==> src/rtl/cic3_row_readout_ctrl_if.sv <==
// Readout stream between the CIC3 row sequencer and the chip serialiser.
// Each beat carries one channel word plus its index and frame markers.
interface cic3_row_readout_ctrl_if #(
    parameter int OUT_W = 25,
    parameter int CH_W  = 5
);
    logic             rd_valid;
    logic             rd_ready;
    logic [OUT_W-1:0] rd_data;
    logic [CH_W-1:0]  rd_chan;
    logic             rd_first;
    logic             rd_last;

    modport master (
        output rd_valid,
        output rd_data,
        output rd_chan,
        output rd_first,
        output rd_last,
        input  rd_ready
    );

    modport slave (
        input  rd_valid,
        input  rd_data,
        input  rd_chan,
        input  rd_first,
        input  rd_last,
        output rd_ready
    );
endinterface

==> src/rtl/cic3_row_readout_ctrl.sv <==
// Snapshots one CIC3 filter row on each decimation strobe and streams the
// enabled channels out in ascending order, flagging strobes lost to a slow reader.
module cic3_row_readout_ctrl #(
    parameter int NUM_CH = 24,
    parameter int OUT_W  = 25,
    parameter int CH_W   = 5
) (
    input  logic                    clk,
    input  logic                    reset_n,
    input  logic                    enable,
    input  logic                    sample_strobe,
    input  logic [NUM_CH*OUT_W-1:0] filt_data,
    input  logic [NUM_CH-1:0]       ch_mask,
    input  logic                    overrun_clr,
    cic3_row_readout_ctrl_if.master rd,
    output logic                    busy,
    output logic                    overrun,
    output logic [15:0]             frame_cnt
);

    typedef enum logic {IDLE, SCAN} state_t;

    state_t                         state_q, state_d;
    logic [NUM_CH-1:0]              pend_q, pend_d;
    logic [NUM_CH-1:0][OUT_W-1:0]   snap_q, snap_d;
    logic                           first_q, first_d;
    logic                           overrun_q, overrun_d;
    logic [15:0]                    frame_cnt_q, frame_cnt_d;

    logic [CH_W-1:0]                sel_idx;
    logic [NUM_CH-1:0]              pend_rest;
    logic                           valid;
    logic                           is_last;
    logic                           xfer;
    logic                           last_xfer;
    logic                           start;

    // Lowest pending channel is the one presented on the stream.
    always_comb begin
        sel_idx = '0;
        for (int i = NUM_CH - 1; i >= 0; i--) begin
            if (pend_q[i]) sel_idx = CH_W'(i);
        end
    end

    // Clearing the lowest set bit gives the post-transfer mask in one step.
    assign pend_rest = pend_q & (pend_q - NUM_CH'(1));
    assign valid     = (state_q == SCAN);
    assign is_last   = valid && (pend_rest == '0);
    assign xfer      = valid && rd.rd_ready;
    assign last_xfer = xfer && is_last;
    // A strobe on the final transfer edge counts as arriving in IDLE.
    assign start     = sample_strobe && enable && (|ch_mask) &&
                       ((state_q == IDLE) || last_xfer);

    always_comb begin
        state_d     = state_q;
        pend_d      = pend_q;
        snap_d      = snap_q;
        first_d     = first_q;
        frame_cnt_d = frame_cnt_q;
        overrun_d   = overrun_q;

        if (xfer) begin
            pend_d  = pend_rest;
            first_d = 1'b0;
            if (is_last) begin
                frame_cnt_d = frame_cnt_q + 16'd1;
                state_d     = IDLE;
            end
        end

        if (start) begin
            state_d = SCAN;
            pend_d  = ch_mask;
            snap_d  = filt_data;
            first_d = 1'b1;
        end

        // Setting has priority over a coincident clear.
        if (sample_strobe && (state_q == SCAN) && !last_xfer) begin
            overrun_d = 1'b1;
        end else if (overrun_clr) begin
            overrun_d = 1'b0;
        end
    end

    always_ff @(posedge clk or negedge reset_n) begin
        if (!reset_n) begin
            state_q     <= IDLE;
            pend_q      <= '0;
            snap_q      <= '0;
            first_q     <= 1'b0;
            overrun_q   <= 1'b0;
            frame_cnt_q <= '0;
        end else begin
            state_q     <= state_d;
            pend_q      <= pend_d;
            snap_q      <= snap_d;
            first_q     <= first_d;
            overrun_q   <= overrun_d;
            frame_cnt_q <= frame_cnt_d;
        end
    end

    assign rd.rd_valid = valid;
    assign rd.rd_chan  = valid ? sel_idx : '0;
    assign rd.rd_data  = valid ? snap_q[sel_idx] : '0;
    assign rd.rd_first = first_q;
    assign rd.rd_last  = is_last;
    assign busy        = valid;
    assign overrun     = overrun_q;
    assign frame_cnt   = frame_cnt_q;

endmodule

==> src/flat_wrapper.sv <==
// flat-port wrapper written by rule: the top's interface ports become plain ports
module cic3_row_readout_ctrl_flat 
#(
    parameter int NUM_CH = 24,
    parameter int OUT_W  = 25,
    parameter int CH_W   = 5
)
  (clk, reset_n, enable, sample_strobe, filt_data, ch_mask, overrun_clr, busy, overrun, frame_cnt, rd_rd_valid, rd_rd_data, rd_rd_chan, rd_rd_first, rd_rd_last, rd_rd_ready);
  cic3_row_readout_ctrl_if #(.OUT_W(OUT_W), .CH_W(CH_W)) rd_i ();
  input  logic clk;
  input  logic reset_n;
  input  logic enable;
  input  logic sample_strobe;
  input  logic [NUM_CH*OUT_W-1:0] filt_data;
  input  logic [NUM_CH-1:0] ch_mask;
  input  logic overrun_clr;
  output logic busy;
  output logic overrun;
  output logic [15:0] frame_cnt;
  output wire logic [$bits(rd_i.rd_valid)-1:0] rd_rd_valid;
  output wire logic [$bits(rd_i.rd_data)-1:0] rd_rd_data;
  output wire logic [$bits(rd_i.rd_chan)-1:0] rd_rd_chan;
  output wire logic [$bits(rd_i.rd_first)-1:0] rd_rd_first;
  output wire logic [$bits(rd_i.rd_last)-1:0] rd_rd_last;
  input wire logic [$bits(rd_i.rd_ready)-1:0] rd_rd_ready;
  assign rd_rd_valid = rd_i.rd_valid;
  assign rd_rd_data = rd_i.rd_data;
  assign rd_rd_chan = rd_i.rd_chan;
  assign rd_rd_first = rd_i.rd_first;
  assign rd_rd_last = rd_i.rd_last;
  assign rd_i.rd_ready = rd_rd_ready;
  cic3_row_readout_ctrl #(.NUM_CH(NUM_CH), .OUT_W(OUT_W), .CH_W(CH_W)) u_core (.clk(clk), .reset_n(reset_n), .enable(enable), .sample_strobe(sample_strobe), .filt_data(filt_data), .ch_mask(ch_mask), .overrun_clr(overrun_clr), .rd(rd_i), .busy(busy), .overrun(overrun), .frame_cnt(frame_cnt));
endmodule
==> config.mk <==
export PLATFORM = sky130hd
export DESIGN_NAME = cic3_row_readout_ctrl_flat
export DESIGN_NICKNAME = d
export VERILOG_FILES = /design/src/rtl/cic3_row_readout_ctrl_if.sv /design/src/rtl/cic3_row_readout_ctrl.sv /design/src/flat_wrapper.sv
export SDC_FILE = /design/constraint.sdc
export NUM_CORES = 2
export LEC_CHECK = 0
export ABC_AREA = 1
export BUFFER_PORTS_ARGS = -buffer_cell sky130_fd_sc_hd__buf_2
export CAP_MARGIN = 10
export CORE_MARGIN = 3
export CORE_UTILIZATION = 35
export CTS_BUF_LIST = sky130_fd_sc_hd__clkbuf_2 sky130_fd_sc_hd__clkbuf_4 sky130_fd_sc_hd__clkbuf_8
export CTS_CLUSTER_DIAMETER = 100
export CTS_CLUSTER_SIZE = 8
export DETAILED_ROUTE_END_ITERATION = 8
export MAX_ROUTING_LAYER = met4
export PLACE_DENSITY = 0.53
export SLEW_MARGIN = 20
export SYNTH_ARGS = -nofsm -noshare
export SYNTH_HDL_FRONTEND = slang
export SYNTH_SLANG_ARGS = --single-unit
==> constraint.sdc <==
create_clock -name clk -period 3.96 [get_ports clk]
set_input_delay 0 -clock clk [delete_from_list [all_inputs] [get_ports clk]]
set_output_delay 0 -clock clk [all_outputs]
set_load 0.005 [all_outputs]
# --- After elaboration in Yosys (flattened, before gate mapping) ---
# Cells that the tools add are included.
totals:
  ff_bits: 643
  latchBits: 0
  mem_bits_rw: 0
  romBits: 0
  inputBits: 630
  output_inout_bits: 51
  wordCells: 88
  mem_count: 0
op_classes:
  n_addsub: 2
  mul: 0
  div_mod_pow: 0
  magnitude_cmp: 1
  eq_ne: 0
  shift: 0
  muxes: 37
  bitwise: 2
  reduce_logical: 17
op_table:
  columns: ["op", "count"]
  rows:
  - ["$bmux 25 s5", 1]
  - ["$mux 5", 25]
  - ["$mux 25", 2]
  - ["$mux 24", 2]
  - ["$and 24x24->24", 1]
  - ["$logic_not 24->1", 1]
  - ["$reduce_or 24->1", 1]
  - ["$sub 24x1->24 const B", 1]
  - ["$add 16x1->16 const B", 1]
  - ["$logic_and 1x1->1", 8]
  - ["$mux 1", 7]
  - ["$lt 5x6->1 const B", 1]
  - ["$reduce_bool 2->1", 3]
  - ["$reduce_and 2->1", 2]
  - ["$logic_not 1->1", 1]
  - ["$logic_or 1x1->1", 1]
  - ["$not 1->1", 1]

# --- Depth between registers and ports, before layout ---
logic_depth:
  depth_word: 27
  depth_mapped: 33
  depth_no_buf: 31

# --- Least setup slack after synthesis ---
# OpenSTA, ideal clock, no wires.
synth_path:
  kind: "reg-to-reg"
  from: "register u_core.pend_q[1]"
  to: "register u_core.frame_cnt_q[14] (netlist: u_core.frame_cnt[14])"
  setup_ns: 0.123
  arrival_time_ns: 2.520
  required_ns: 3.837
  setup_slack_ns: 1.317
  stages_incl_launch_ff: 22
  path_buffers: 0
  period_less_slack_ns: 2.643
  path_cell_list: "dfrtp_1 nor2_2 inv_2 nor2_4 inv_2 nor2_4 inv_4 nor2_8 nand2_2 nand2_1 nand2_1 nor2_1 nand4_1 nor2_2 nand3_2 nor3_2 nand3_2 nor3_4 nand2_2 nor2_2 nand4_1 xnor2_1"
synth_via:
  elab_chain_cells: 5
synth_lines:
  columns: ["item", "line_no", "source"]
  rows:
  - ["from (decl)", "cic3_row_readout_ctrl.sv:24", "logic [NUM_CH-1:0] pend_q, pend_d;"]
  - ["from (signal assigned)", "cic3_row_readout_ctrl.sv:98", "pend_q <= pend_d;"]
  - ["$sub 24x1->24", "cic3_row_readout_ctrl.sv:47", "assign pend_rest = pend_q & (pend_q - NUM_CH'(1));"]
  - ["$and 24x24->24 *", "cic3_row_readout_ctrl.sv:47", null]
  - ["$logic_not 24->1 *", "cic3_row_readout_ctrl.sv:49", "assign is_last = valid && (pend_rest == '0);"]
  - ["$logic_and 1x1->1 *", "cic3_row_readout_ctrl.sv:49", null]
  - ["via rd_rd_last", "flat_wrapper.sv:24", "output wire logic [$bits(rd_i.rd_last)-1:0] rd_rd_last;"]
  - ["$reduce_and 2->1 (no line) *", null, null]
  - ["to (signal assigned)", "cic3_row_readout_ctrl.sv:102", "frame_cnt_q <= frame_cnt_d;"]
  - ["to (decl)", "cic3_row_readout_ctrl.sv:28", "logic [15:0] frame_cnt_q, frame_cnt_d;"]
# The timed path passes the listed nets; every way through them passes the cells marked *.
# A chain may end at the register's enable or synchronous reset.

# --- Final worst setup path ---
layout_path:
  from: "register u_core.pend_q[22]"
  to: "output rd_rd_data[17]"
layout_via:
  elab_chain_cells: 26
layout_lines:
  columns: ["item", "line_no", "source"]
  rows:
  - ["$mux 5 (23 in a row)", "cic3_row_readout_ctrl.sv:42", "if (pend_q[i]) sel_idx = CH_W'(i);"]
  - ["$bmux 25 s5", "cic3_row_readout_ctrl.sv:108", "assign rd.rd_data = valid ? snap_q[sel_idx] : '0;"]
  - ["$mux 25 (implied by the code)", "cic3_row_readout_ctrl.sv:108", null]
  - ["$mux 25", "cic3_row_readout_ctrl.sv:108", null]
  - ["to (decl)", "flat_wrapper.sv:21", "output wire logic [$bits(rd_i.rd_data)-1:0] rd_rd_data;"]
# No other way between the ends. The select of a mux whose other input is x is not followed.

==> tab_implementation.tex <==
\begin{tabular}{lr}
\hline
Metric & Value \\
\hline
\multicolumn{2}{l}{\textbf{Floorplanning}} \\
\quad Area enclosed by the die boundary & 0.0942 mm2 \\
\quad IO Count & 681 \\
\quad Floorplan core area & 0.0891 mm2 \\
\quad Effective utilization at floorplan & 0.356 \\
\quad Count of standard-cell rows & 109 \\
\quad Die H & 307 um \\
\quad Die Width & 307 um \\
\multicolumn{2}{l}{\textbf{Clock network}} \\
\quad TritonCTS clock tree & yes \\
\quad Clock transition at the register clock pins on the worst setup and hold paths after CTS & 0.06 ns \\
\quad H-tree level count & 3 \\
\quad Clock insertion delay at the later pin of the skew report & 0.72 ns \\
\quad Clock tree sinks & 643 \\
\quad Library cell used as clock root buffer & clkbuf\_8 \\
\quad Bufs on Longest Clock Path & 3 \\
\quad Number of clock buffers inserted by TritonCTS & 90 \\
\multicolumn{2}{l}{\textbf{Layout}} \\
\quad Net count of the finished layout & 6241 \\
\quad Number of fill cells & 8329 \\
\quad Area taken by flip-flops and latches & 0.0161 mm2 \\
\quad Multi-input logic area & 0.0142 mm2 \\
\quad Share of cells above drive strength 1 & 0.195 \\
\quad Area added between synthesis and finish & 48.0\% \\
\quad Count of placed standard cells in the final layout, fillers left out & 6803 \\
\quad Finished Cell Area & 0.0469 mm2 \\
\multicolumn{2}{l}{\textbf{Synthesis}} \\
\quad Count of flip-flops with a built-in enable after synthesis & 0 \\
\quad Arithmetic-cell share of the synthesized area counting full adders, half adders and majority gates & 0.000395 \\
\quad Post-synthesis instance total & 4266 \\
\quad Post-synthesis share of cell area spent on xor and xnor gates & 0.00415 \\
\quad Simple-gate share of the synthesized area & 0.370 \\
\quad Average cell area after synthesis & 7.43 um2 \\
\quad Area of the mapped netlist & 0.0317 mm2 \\
\quad Seq cells post-synth & 643 \\
\quad Number of warnings printed during yosys synthesis & 0 \\
\quad Cell types occupying the most area after synthesis & dfrtp\_1 (51\%), nand2\_1 (23\%), nand3\_1 (12\%), o21ai\_0 (2.8\%), inv\_1 (2.8\%) \\
\quad Cell accounting for the most synthesized area & dfrtp\_1 \\
\quad Unique masters post-synth & 40 \\
\quad Synthesized net count & 4897 \\
\quad Portion of netlist area occupied by mux cells & 0.000316 \\
\quad Sequential area share after synthesis & 0.508 \\
\quad Synth async-reset ratio & 1.00 \\
\quad Share of Yosys cell area claimed by the top area cell type & 0.508 \\
\quad Combinational family with the most area after synthesis & simple AND/OR/NAND/NOR gates \\
\quad Prevailing post-synth register cell & dfrtp\_1 \\
\quad Compound-gate portion of the synthesized area & 0.0450 \\
\multicolumn{2}{l}{\textbf{Placement}} \\
\quad Total of buffers placed on input and output ports & 680 \\
\quad Placed instance count & 5897 \\
\quad Detailed placer's ending HPWL & 102000 um \\
\quad Dpl cell area & 0.0363 mm2 \\
\quad Placer congestion estimate & 0.930 \\
\multicolumn{2}{l}{\textbf{Routing}} \\
\quad Post-Route WL & 157000 um \\
\quad Drt initial violations & 3477 \\
\quad Remaining routing DRC violations & 0 \\
\quad First-pass DRT Iterations & 6 \\
\quad Total vias in the final route & 35000 \\
\quad Number of vias per cell & 5.15 \\
\quad Final routed wire length divided by cell count & 23.1 um \\
\quad Antenna-violating nets left & 0 \\
\multicolumn{2}{l}{\textbf{Critical path}} \\
\quad Critical Path Sink Type & output pin \\
\quad Slowest cell on the critical path & dfrtp\_1 \\
\quad Classification of the worst setup path & reg -> out \\
\quad CP required & 3.96 ns \\
\quad Cell repeated most along the worst path & nand2\_1 \\
\quad Number of cell instances on the worst register-to-register path & 18 \\
\quad CP max stage delay & 0.39 ns \\
\quad Critical path data arrival time & 3.89 ns \\
\quad Kind of cell with the highest combined delay on the critical path & simple AND/OR/NAND/NOR gates \\
\quad Kind of launch point of the worst setup path & flip-flop \\
\quad Crit path buffers/inverters & 5 \\
\quad Critical path depth & 34 \\
\quad Worst Path Max Fanout & 15 \\
\multicolumn{2}{l}{\textbf{Global routing}} \\
\quad Wire length of the first global-routing pass & 228000 um \\
\quad Pin count of the biggest net entering global routing & 148 \\
\quad Initial antenna violation count & 22 \\
\quad Via count of the first global-routing pass & 35900 \\
\quad Overflow left after global routing & 0 \\
\quad Global-route usage over all layers & 0.333 \\
\multicolumn{2}{l}{\textbf{STA}} \\
\quad Period Utilization, post-route & 0.982 \\
\quad Hold violation total from the final report & 0 \\
\quad Setup repair after global routing missed its margin & yes \\
\quad Maximum clock frequency & 257 MHz \\
\quad Worst slew slack as a fraction of its limit & 0.404 \\
\quad Final worst clock skew & 0.0480 ns \\
\quad Aggregate negative setup slack & 0 ns \\
\quad Transition time at the pin with the least slew margin & 0.892 ns \\
\quad Final max-slew violation count & 0 \\
\quad Shortest clock period the worst path allows after layout & 3.89 ns \\
\quad Final count of negative-setup-slack endpoints & 0 \\
\multicolumn{2}{l}{\textbf{Status}} \\
\quad Result of the run & completed \\
\multicolumn{2}{l}{\textbf{Job}} \\
\quad Number of violations of the max-capacitance limit & 0 \\
\multicolumn{2}{l}{\textbf{Hold path}} \\
\quad Worst Hold Depth & 4 \\
\quad Tightest Hold Check Type & in -> reg \\
\hline
\end{tabular}
timing repair:
item | CTS | global route
buffers inserted | 10 | 4
cloned | 14 | 11
endpoints found under the hold margin | 877 | 0
pin swaps | 11 | 22
hold buffers | 749 | 0
endpoints found under the setup margin | 25 | 375
gates resized for setup | 134 | 97
sequential cells by signal, indices dropped and copies added, names as in the netlist:
signal / cells
u_core.busy: 1
u_core.rd.rd_first: 1
u_core.overrun: 1
u_core.snap_q: 600
u_core.pend_q: 24
u_core.frame_cnt: 16
cells by family (layout without fill, tap and decap cells):
logic type | after synthesis | count (layout)
AOI/OAI and AO/OA | 268 | 268
xor gates and xnor gates | 15 | 15
adders and majority gates | 1 | 1
buffers and inverters | 543 | 1890
DFF | 643 | 643
muxes | 1 | 1
other | 0 | 23
and+or+nand+nor | 2795 | 2797
stage by stage:
step | utilization | setup slack (ns) | hold slack [ns]
finish | 0.527 | 0.0709 | 0.0398
global route | 0.527 | -0.238 | 0.0154
CTS | 0.519 | 0.000245 | 0.000179
detailed placement | 0.408 | 0.139 | 0.130
global placement | 0.408 | 0.105 | 0.133
floorplan | - | 1.32 | -0.296
worst paths after layout:
path / start / endpoint / slack, ns
min: filt_data[38] / u_core.snap_q[38]$_DFFE_PN0P_ / 0.04
min reg2reg: u_core.snap_q[590]$_DFFE_PN0P_ / u_core.snap_q[590]$_DFFE_PN0P_ / 0.48
max: u_core.pend_q[22]$_DFFE_PN0P_ / rd_rd_data[17] / 0.07
max in group asynchronous: reset_n / u_core.snap_q[110]$_DFFE_PN0P_ / 2.49
max reg2reg: u_core.pend_q[0]$_DFFE_PN0P_ / u_core.snap_q[25]$_DFFE_PN0P_ / 0.23
min in group asynchronous: reset_n / u_core.snap_q[312]$_DFFE_PN0P_ / 0.47
tightest hold or removal path, delay by kind of cell:
family / cells / cell delay, ns
AND/OR/NAND/NOR: 2 / 0.08
buffers and inverters: 2 / 0.62
cells in the final DEF, fill, tap and decap left out, types with 5 or more instances in the layout:
| cell type | netlist | final |
|---|---|---|
| buf_12 | 0 | 29 |
| nor2_2 | 8 | 9 |
| buf_4 | 31 | 51 |
| a21oi_2 | 0 | 13 |
| xor2_1 | 10 | 10 |
| o22ai_1 | 6 | 6 |
| dlygate4sd3_1 | 0 | 748 |
| clkbuf_8 | 0 | 90 |
| diode_2 | 0 | 23 |
| nand2_2 | 3 | 27 |
| nand3b_1 | 25 | 25 |
| nor2_1 | 33 | 30 |
| buf_2 | 102 | 672 |
| dfrtp_1 | 643 | 642 |
| inv_1 | 237 | 230 |
| xnor2_1 | 5 | 5 |
| nand3_2 | 5 | 102 |
| inv_2 | 7 | 11 |
| nand4_1 | 8 | 8 |
| nor4_1 | 5 | 5 |
| nand2_8 | 0 | 5 |
| clkbuf_16 | 0 | 9 |
| nor2_4 | 3 | 5 |
| o21ai_1 | 26 | 26 |
| nand2_4 | 0 | 7 |
| o21ai_0 | 180 | 180 |
| a21oi_1 | 33 | 17 |
| buf_6 | 0 | 10 |
| buf_16 | 0 | 21 |
| nand3_1 | 770 | 669 |
| o211ai_1 | 17 | 17 |
| nand2_1 | 1921 | 1887 |
layer usage:
metal | routed length [um] | vias up | global-route usage
li1 | - | 16200 | -
met1 | 62300 | 16800 | 0.408
met2 | 74400 | 1615 | 0.533
met3 | 10800 | 400 | 0.0468
met4 | 9740 | 0 | 0.182
met5 | 0 | - | -
cell type report:
class | instances | area share
flip-flops and latches | 643 | 0.343
multi-input cells | 3082 | 0.302
repair buffers | 1545 | 0.274
well taps | 1165 | 0.0311
clock buffers | 90 | 0.0264
inverters | 248 | 0.0209
clock inverters | 7 | 0.00165
diodes | 23 | 0.00123
cell usage after synthesis (all sizes together) (2+ instances only):
cell type / number
nand3: 775
clkbuf: 147
clkinv: 3
o211ai: 17
nand4: 8
xor2: 10
dfrtp: 643
a21oi: 33
or4: 4
nor2: 45
o31ai: 2
xnor2: 5
nor3: 7
nor4: 5
nor3b: 2
inv: 245
buf: 148
o21ai: 208
nand2: 1924
nand3b: 25
o22ai: 6
Power is left out: the tool's default activity adds up to more than one toggle a clock period on the data nets, which glitch-free logic cannot reach.
